$ cat src/rtl/hiscore_ram_arbiter.sv
// Shares one game work-RAM port between the CPU and the hiscore engine: pauses
// the CPU, waits for the bus to settle, then hands the port to the hiscore side.
module hiscore_ram_arbiter #(
    parameter int unsigned AW             = 10,
    parameter int unsigned SETTLE_CYCLES  = 4,
    parameter int unsigned RELEASE_CYCLES = 2,
    parameter int unsigned ACK_TIMEOUT    = 0
) (
    input  logic          clk,
    input  logic          reset_n,
    input  logic          hs_access,
    input  logic [AW-1:0] hs_address,
    input  logic [7:0]    hs_wdata,
    input  logic          hs_write,
    output logic [7:0]    hs_rdata,
    output logic          hs_granted,
    output logic          hs_write_drop,
    input  logic [AW-1:0] cpu_address,
    input  logic [7:0]    cpu_wdata,
    input  logic          cpu_write,
    input  logic          cpu_paused,
    output logic          pause_cpu,
    output logic [AW-1:0] ram_address,
    output logic [7:0]    ram_wdata,
    output logic          ram_we,
    input  logic [7:0]    ram_q
);

    typedef enum logic [2:0] {
        IDLE,
        WAIT_ACK,
        SETTLE,
        GRANTED,
        RELEASE
    } state_t;

    localparam logic [7:0]  SETTLE_LOAD  = 8'(SETTLE_CYCLES - 1);
    localparam logic [7:0]  RELEASE_LOAD = 8'(RELEASE_CYCLES);
    localparam logic [31:0] TIMEOUT_LAST = 32'(ACK_TIMEOUT - 1);

    state_t      state;
    logic [7:0]  phase_cnt;
    logic [31:0] wait_cnt;
    logic        grant_d1;
    logic        own_port;

    assign own_port = (state == GRANTED);

    // NOTE: sequential state uses non-blocking assignments so every register
    // samples pre-edge values, independent of statement order.
    always_ff @(posedge clk) begin
        if (!reset_n) begin
            state      <= IDLE;
            pause_cpu  <= 1'b0;
            hs_granted <= 1'b0;
            phase_cnt  <= '0;
            wait_cnt   <= '0;
        end else begin
            case (state)
                IDLE: begin
                    if (hs_access) begin
                        state     <= WAIT_ACK;
                        pause_cpu <= 1'b1;
                        wait_cnt  <= '0;
                    end
                end
                WAIT_ACK: begin
                    if (!hs_access) begin
                        state     <= RELEASE;
                        phase_cnt <= RELEASE_LOAD;
                    end else if (cpu_paused ||
                                 (ACK_TIMEOUT != 0 && wait_cnt == TIMEOUT_LAST)) begin
                        state     <= SETTLE;
                        phase_cnt <= SETTLE_LOAD;
                    end else begin
                        wait_cnt <= wait_cnt + 32'd1;
                    end
                end
                SETTLE: begin
                    if (!hs_access) begin
                        state     <= RELEASE;
                        phase_cnt <= RELEASE_LOAD;
                    end else if (phase_cnt == 8'd0) begin
                        state      <= GRANTED;
                        hs_granted <= 1'b1;
                    end else begin
                        phase_cnt <= phase_cnt - 8'd1;
                    end
                end
                GRANTED: begin
                    if (!hs_access) begin
                        state      <= RELEASE;
                        phase_cnt  <= RELEASE_LOAD;
                        hs_granted <= 1'b0;
                    end
                end
                RELEASE: begin
                    // Late re-requests are ignored here; they re-arbitrate from IDLE.
                    if (phase_cnt == 8'd0) begin
                        state     <= IDLE;
                        pause_cpu <= 1'b0;
                    end else begin
                        phase_cnt <= phase_cnt - 8'd1;
                    end
                end
                default: begin
                    state      <= IDLE;
                    pause_cpu  <= 1'b0;
                    hs_granted <= 1'b0;
                end
            endcase
        end
    end

    // grant_d1 marks that ram_q in this cycle answers a hiscore-driven address.
    always_ff @(posedge clk) begin
        if (!reset_n) begin
            grant_d1      <= 1'b0;
            hs_rdata      <= 8'h00;
            hs_write_drop <= 1'b0;
        end else begin
            grant_d1      <= own_port;
            hs_write_drop <= hs_write && !own_port;
            if (grant_d1) begin
                hs_rdata <= ram_q;
            end
        end
    end

    // NOTE: every output gets a value on every path, so no latch is inferred.
    always_comb begin
        ram_address = cpu_address;
        ram_wdata   = cpu_wdata;
        ram_we      = cpu_write;
        if (own_port) begin
            ram_address = hs_address;
            ram_wdata   = hs_wdata;
            ram_we      = hs_write;
        end
    end

endmodule

$ cat config.mk
export PLATFORM = sky130hd
export DESIGN_NAME = hiscore_ram_arbiter
export DESIGN_NICKNAME = d
export VERILOG_FILES = /design/src/rtl/hiscore_ram_arbiter.sv
export SDC_FILE = /design/constraint.sdc
export NUM_CORES = 1
export LEC_CHECK = 0
export CAP_MARGIN = 20
export CORE_MARGIN = 3
export CORE_UTILIZATION = 35
export CTS_BUF_LIST = sky130_fd_sc_hd__clkbuf_4 sky130_fd_sc_hd__clkbuf_8
export DETAILED_ROUTE_END_ITERATION = 6
export HOLD_SLACK_MARGIN = 0.1
export PLACE_DENSITY = 0.75
export SYNTH_ARGS = -nofsm -noshare
export SYNTH_HDL_FRONTEND = slang
export SYNTH_SLANG_ARGS = --single-unit
export TNS_END_PERCENT = 1
$ cat constraint.sdc
create_clock -name clk -period 1.6 [get_ports clk]
set_clock_uncertainty 0.05 [all_clocks]
set_input_delay 0.32 -clock clk [delete_from_list [all_inputs] [get_ports clk]]
set_output_delay 0.32 -clock clk [all_outputs]
set_load 0.03 [all_outputs]
==> flow_summary.toml, run 1 <==
[outcome]
status = "finished, violations left"
violations = "setup timing"

[yosys]
synth_cells = 146
synth_top_area_cell = "dfxtp_1"
yosys_warnings = 0
yosysMostFrequentCell = "dfxtp_1"
synth_area_per_cell_um2 = 9.358
synthArstFlopShare = 0
yosys-top-cells-count = "dfxtp_1 (23), mux2_2 (19), nor2_1 (16)"
synth_edf_count = 0
ys_ff_latch = 23
syn_area_mm2 = 0.001366
synth_area_leaders = "dfxtp_1 (34%), mux2_2 (16%), mux2i_1 (5.9%)"
seq_area_frac_synth = 0.3370
yosys.area.top_type_share = 0.3370
synth_cell_types = 43
synth_nets = 198
synth-main-ff-cell = "dfxtp_1"

[cts]
clock_latency_ns = 0.26
clk_pin_slew_ns = 0.08
cts-root-buf = "clkbuf_8"
cts_tree = "done"
post_cts_buffers = 0
cts_buffers = 3
cts_buffer_depth = 2
htreeDepth = 1
clock-sinks = 23

[sta]
max_slew_margin = 0.7037
setup_viol = 19
layout_setup_ws_ns = -0.1881
fin_crit_sh = 1.118
rsz0062_at_grt = "yes"
hold_viol = 0
report.final.slew_viol_count = 0
layout_min_cycle_time_ns = 1.788
fmax_mhz = 559.3
whs_ns = 0.4418
tightest_slew_ns = 0.4439
setup_tns_ns = -3.352

[global_route]
grt_first_pass_wirelength_um = 6486
grt_max_degree = 22
grt_use_met3 = 0.03941
track_usage = 0.1833
overflow = 0
antenna_found_initial = 0
use_met2 = 0.3218
grt-busiest-layer = "met2"
grt_use_met1 = 0.2210
grt_pass1_vias = 1417

[final_layout]
fin_cells = 288
area_growth_pct = 75.00
layout-drive-gt1-share = 0.2958
nets = 293
ff_latch_area_um2 = 461.7
antennaDiodeCount = 0
nFillCells = 337
multi_input_area_um2 = 848.3

[route]
wl_per_cell_um = 13.92
first_pass_iters = 4
ant_nets = 0
drc = 0
vias_per_cell = 4.913
wl_um = 4009
first_iter_violations = 33
num_vias = 1415

[place]
dp_cells = 284
dp_hpwl_um = 3153
place_congestion = 0.7804
numPortBuffers = 79

[die]
core_mm2 = 0.003716
num_rows = 22
io_pins = 80
start_util = 0.3677
die_w_um = 68.48
chipHeight_um = 68.48
dieArea_mm2 = 0.004690

[pwr]
power.density_mw_per_mm2 = 699.3
irDropWorstVdd_mv = 0.5396
leakagePower_nw = 1.010

[critical_path]
critical_path_required_ns = 1.23
worst_setup_path_end_kind = "output port"
crit_path_start_kind = "flop"
worstPathMaxFanout = 21
worstSetupPathType = "flop to output port"
cp.arrival_ns = 1.42

[job]
cap_violations = 0

[worst_hold_path]
hold_path_class = "flop to flop"
cell families (layout without fill, tap and decap cells):
group                      Yosys count  count (layout)  share of synthesized area
adders and majority gates            2               2                    0.01831
buffers and inverters               13             107                    0.04853
AOI/OAI and AO/OA                   27              27                     0.1456
xor gates and xnor gates             3               3                    0.01923
and+or+nand+nor                     51              51                     0.2161
muxes                               27              27                     0.2152
DFF                                 23              23                     0.3370
where the power goes:
part / switching, mW / total, mW / leakage [nW] / internal (mW)
registers: 0.0273 / 0.633 / 0.187 / 0.606
clock network: 0.182 / 0.356 / 0.0255 / 0.174
logic: 0.314 / 0.683 / 0.798 / 0.368
total: 0.524 / 1.67 / 1.01 / 1.15
flip-flops by register name (all words and copies together), names as in the netlist:
signal / flops
hs_write_drop: 1
hs_granted: 1
hs_rdata: 8
grant_d1: 1
phase_cnt: 8
state: 3
pause_cpu: 1
final cells by class:
| type | instances | share of cell area |
|---|---|---|
| Clock buffer | 3 | 0.01727 |
| Clock inverter | 1 | 0.002093 |
| Inverter | 5 | 0.007849 |
| Multi-Input combinational cell | 110 | 0.3548 |
| Sequential cell | 23 | 0.1931 |
| Tap cell | 48 | 0.02512 |
| Timing Repair Buffer | 98 | 0.3998 |
metal layers:
metal / up-vias / share of wire
li1: 722 / -
met1: 649 / 0.43
met5: - / 0
met3: 2 / 0.067
met4: 0 / 0.0067
met2: 42 / 0.50
metrics by stage:
stage	util	setup slack, ns	power [mW]	cell area (um2)
final	0.6434	-0.1881	1.672	2391
after floorplan	-	0.008886	1.013	1366
after global routing	0.6434	-0.2499	1.783	2391
after global placement	0.6242	-0.3531	1.304	2320
after detailed placement	0.6242	-0.3705	1.318	2320
after CTS	0.6411	-0.2070	1.693	2382
worst paths after layout:
path / slack, ns / to / cells after the start / start
worst max register to register: 0.11 / phase_cnt[1]$_SDFFE_PN0P_ / 5 / state[0]$_SDFFE_PN0P_
worst min-delay path: 0.44 / hs_rdata[4]$_SDFFE_PN0P_ / 2 / hs_rdata[4]$_SDFFE_PN0P_
worst min register to register: 0.44 / hs_rdata[4]$_SDFFE_PN0P_ / 2 / hs_rdata[4]$_SDFFE_PN0P_
worst max-delay path: -0.19 / ram_address[2] / 4 / state[2]$_SDFFE_PN0P_
placed cells by master (no fill, tap or decap), drive strengths merged, types with 2 or more instances in the layout:
master and n:
a21oi 4, and3 2, and4bb 2, buf 38
clkbuf 3, clkdlybuf4s50 49, dfxtp 23, dlygate4sd2 11
ha 2, inv 5, mux2 19, mux2i 8
nand2 9, nand2b 2, nand3 7, nand3b 3
nor2 17, nor3 2, nor3b 3, o211ai 2
o21a 4, o21ai 4, o221a 2, o22ai 2
o2bb2ai 3, xnor2 2
timing repair:
action                     4_1_cts  5_1_grt
hold endpoints to repair         0        0
gates resized for setup        133        3
setup endpoints to repair       33       27
hold buffers                     0        0
pin swaps                        0        1
worst max-delay path, stage by stage (launching register included):
cell,delay (ns)
dfxtp_2,0.33
nand3b_1,0.14
buf_12,0.18
mux2_2,0.36
buf_6,0.14
Note: power is estimated with default switching activity, not from simulation.
==> inputs of run 2 (changes only) <==
Settings changed: CORE_UTILIZATION 35 to 40, DONT_BUFFER_PORTS set to 1, PLACE_DENSITY 0.75 to 0.53.
==> run 2 against run 1 <==
Against the previous run: power fell by 15%; die area shrank 11%; combinational power is 29% lower; sequential share of layout area up 8.4 points; the flow still finishes with violations (setup timing); final area fell by 30%; sequential power rose by 3.9%; core utilization down 11 points; non-clock buffer count is 77 lower; fmax down 1.3%; largest power group is now registers; count of clock-buffer cells in the layout is the same; worst hold slack lost 0.34 ns; critical endpoint is now ram_wdata[3]; final cell count fell by 28%.
==> flow_summary.toml, run 2 (synthesis gave the netlist of run 1 again) <==
[final_layout]
fin_cells = 207
layout-drive-gt1-share = 0.3006
nets = 216
final_cell_mix = "dfxtp_1 (20), mux2_4 (19), nor2_1 (15)"
layout_commonest_cell = "dfxtp_1"
multi_input_area_um2 = 919.6
area_growth_pct = 22.80
antennaDiodeCount = 0
ff_latch_area_um2 = 464.2
nFillCells = 308
largestRegisters = "hs_rdata: 8 flops, phase_cnt: 8 flops, state: 3 flops"

[place]
numPortBuffers = 0
dp_hpwl_um = 2642
place_congestion = 0.8108
dp_cells = 195

[critical_path]
critical_path_required_ns = 1.23
worstPathMaxFanout = 21
r2r_cells = 5
slowest_stage = "mux2_4"
crit_path_start_kind = "flop"
path_cells = "nand3b_1, buf_12, mux2_4"
cp.arrival_ns = 1.44
worstSetupPathType = "flop to output port"
worst_setup_path_end_kind = "output port"
slowest_delay_ns = 0.37

[route]
first_iter_violations = 28
vias_per_cell = 5.560
wl_um = 3763
ant_nets = 0
wl_per_cell_um = 18.18
first_pass_iters = 4
drc = 0
num_vias = 1151

[sta]
report.final.slew_viol_count = 0
fin_crit_sh = 1.132
whs_ns = 0.1061
fmax_mhz = 552.2
tightest_slew_ns = 0.4352
layout_min_cycle_time_ns = 1.811
hold_viol = 0
rsz0062_at_grt = "yes"
max_slew_margin = 0.7094
setup_viol = 19
layout_setup_ws_ns = -0.2110

[cts]
clk_pin_slew_ns = 0.15
clock-sinks = 23
cts_buffers = 3
clock_latency_ns = 0.32
cts_buffer_depth = 2
post_cts_buffers = 0
htreeDepth = 1
cts_tree = "done"
cts-root-buf = "clkbuf_4"

[outcome]
status = "finished, violations left"
violations = "setup timing"

[die]
core_mm2 = 0.003153
chipHeight_um = 64.45
dieArea_mm2 = 0.004153
start_util = 0.4333
num_rows = 20
die_w_um = 64.45
io_pins = 80

[global_route]
grt_first_pass_wirelength_um = 5802
antenna_found_initial = 0
grt_max_degree = 22
track_usage = 0.1774
grt_pass1_vias = 1119
overflow = 0

[pwr]
finalPower_mw = 1.426
power.density_mw_per_mm2 = 849.8
leakagePower_nw = 0.7160
irDropWorstVdd_mv = 0.2905

[job]
cap_violations = 0

[worst_hold_path]
hold_path_depth = 2
hold_path_class = "input port to flop"
## run 2: changes by cell type in the layout (fill, tap and decap cells not counted), sizes merged
| cell | change |
|---|---|
| clkinv | -1 |
| dlygate4sd2 | -11 |
| buf | -25 |
| clkinvlp | +1 |
| dlygate4sd3 | +8 |
| clkdlybuf4s50 | -49 |
## run 2: worst max-delay path, delay by kind of cell, from the launching register on
family	cells	cell delay (ns)
buffers and inverters	1	0.20
DFF	1	0.36
muxes	1	0.37
and+or+nand+nor	1	0.20
## run 2: worst paths after layout
path / startpoint / endpoint / slack, ns
hold reg to reg: phase_cnt[6]$_SDFFE_PN0P_ / phase_cnt[6]$_SDFFE_PN0P_ / 0.49
setup reg to reg: state[1]$_SDFFE_PN0P_ / phase_cnt[4]$_SDFFE_PN0P_ / 0.10
setup / recovery: state[2]$_SDFFE_PN0P_ / ram_wdata[3] / -0.21
hold / removal: ram_q[3] / hs_rdata[3]$_SDFFE_PN0P_ / 0.11
## run 2: metrics by stage
step                      setup slack [ns]  TNS [ns]  utilization  cell area (um2)
after floorplan                   0.008886         0            -             1366
after global placement            0.007525         0       0.4706             1484
after detailed placement          -0.01321  -0.01321       0.4706             1484
after CTS                          -0.2263    -4.158       0.5214             1644
after global routing               -0.2724    -5.039       0.5321             1678
final                              -0.2110    -3.901       0.5321             1678
## run 2: layout make-up
type / count / area share
inverters: 5 / 0.01119
well taps: 44 / 0.03281
flip-flops and latches: 23 / 0.2767
multi-input cells: 110 / 0.5481
clock buffers: 3 / 0.01342
clock inverters: 1 / 0.004474
repair buffers: 21 / 0.1133
## run 2: timing repair
item / 4_1_cts / 5_1_grt
endpoints found under the setup margin: 21 / 23
hold buffers: 5 / 3
gates resized for setup: 23 / 2
hold endpoints to repair: 9 / 3
## run 2: per-layer routing
metal / up-vias / global-route usage / part of all wire
li1: 566 / - / -
met1: 562 / 0.2257 / 0.43
met2: 21 / 0.3093 / 0.53
met3: 2 / 0.03986 / 0.039
met4: 0 / 0.03166 / 0.0040
met5: - / 0 / 0
## run 2: where the power goes
part / switching, mW / leakage [nW] / internal, mW / total (mW)
logic: 0.260 / 0.514 / 0.223 / 0.483
registers: 0.0501 / 0.188 / 0.608 / 0.658
clock network: 0.190 / 0.0139 / 0.0952 / 0.285
total: 0.500 / 0.716 / 0.926 / 1.43
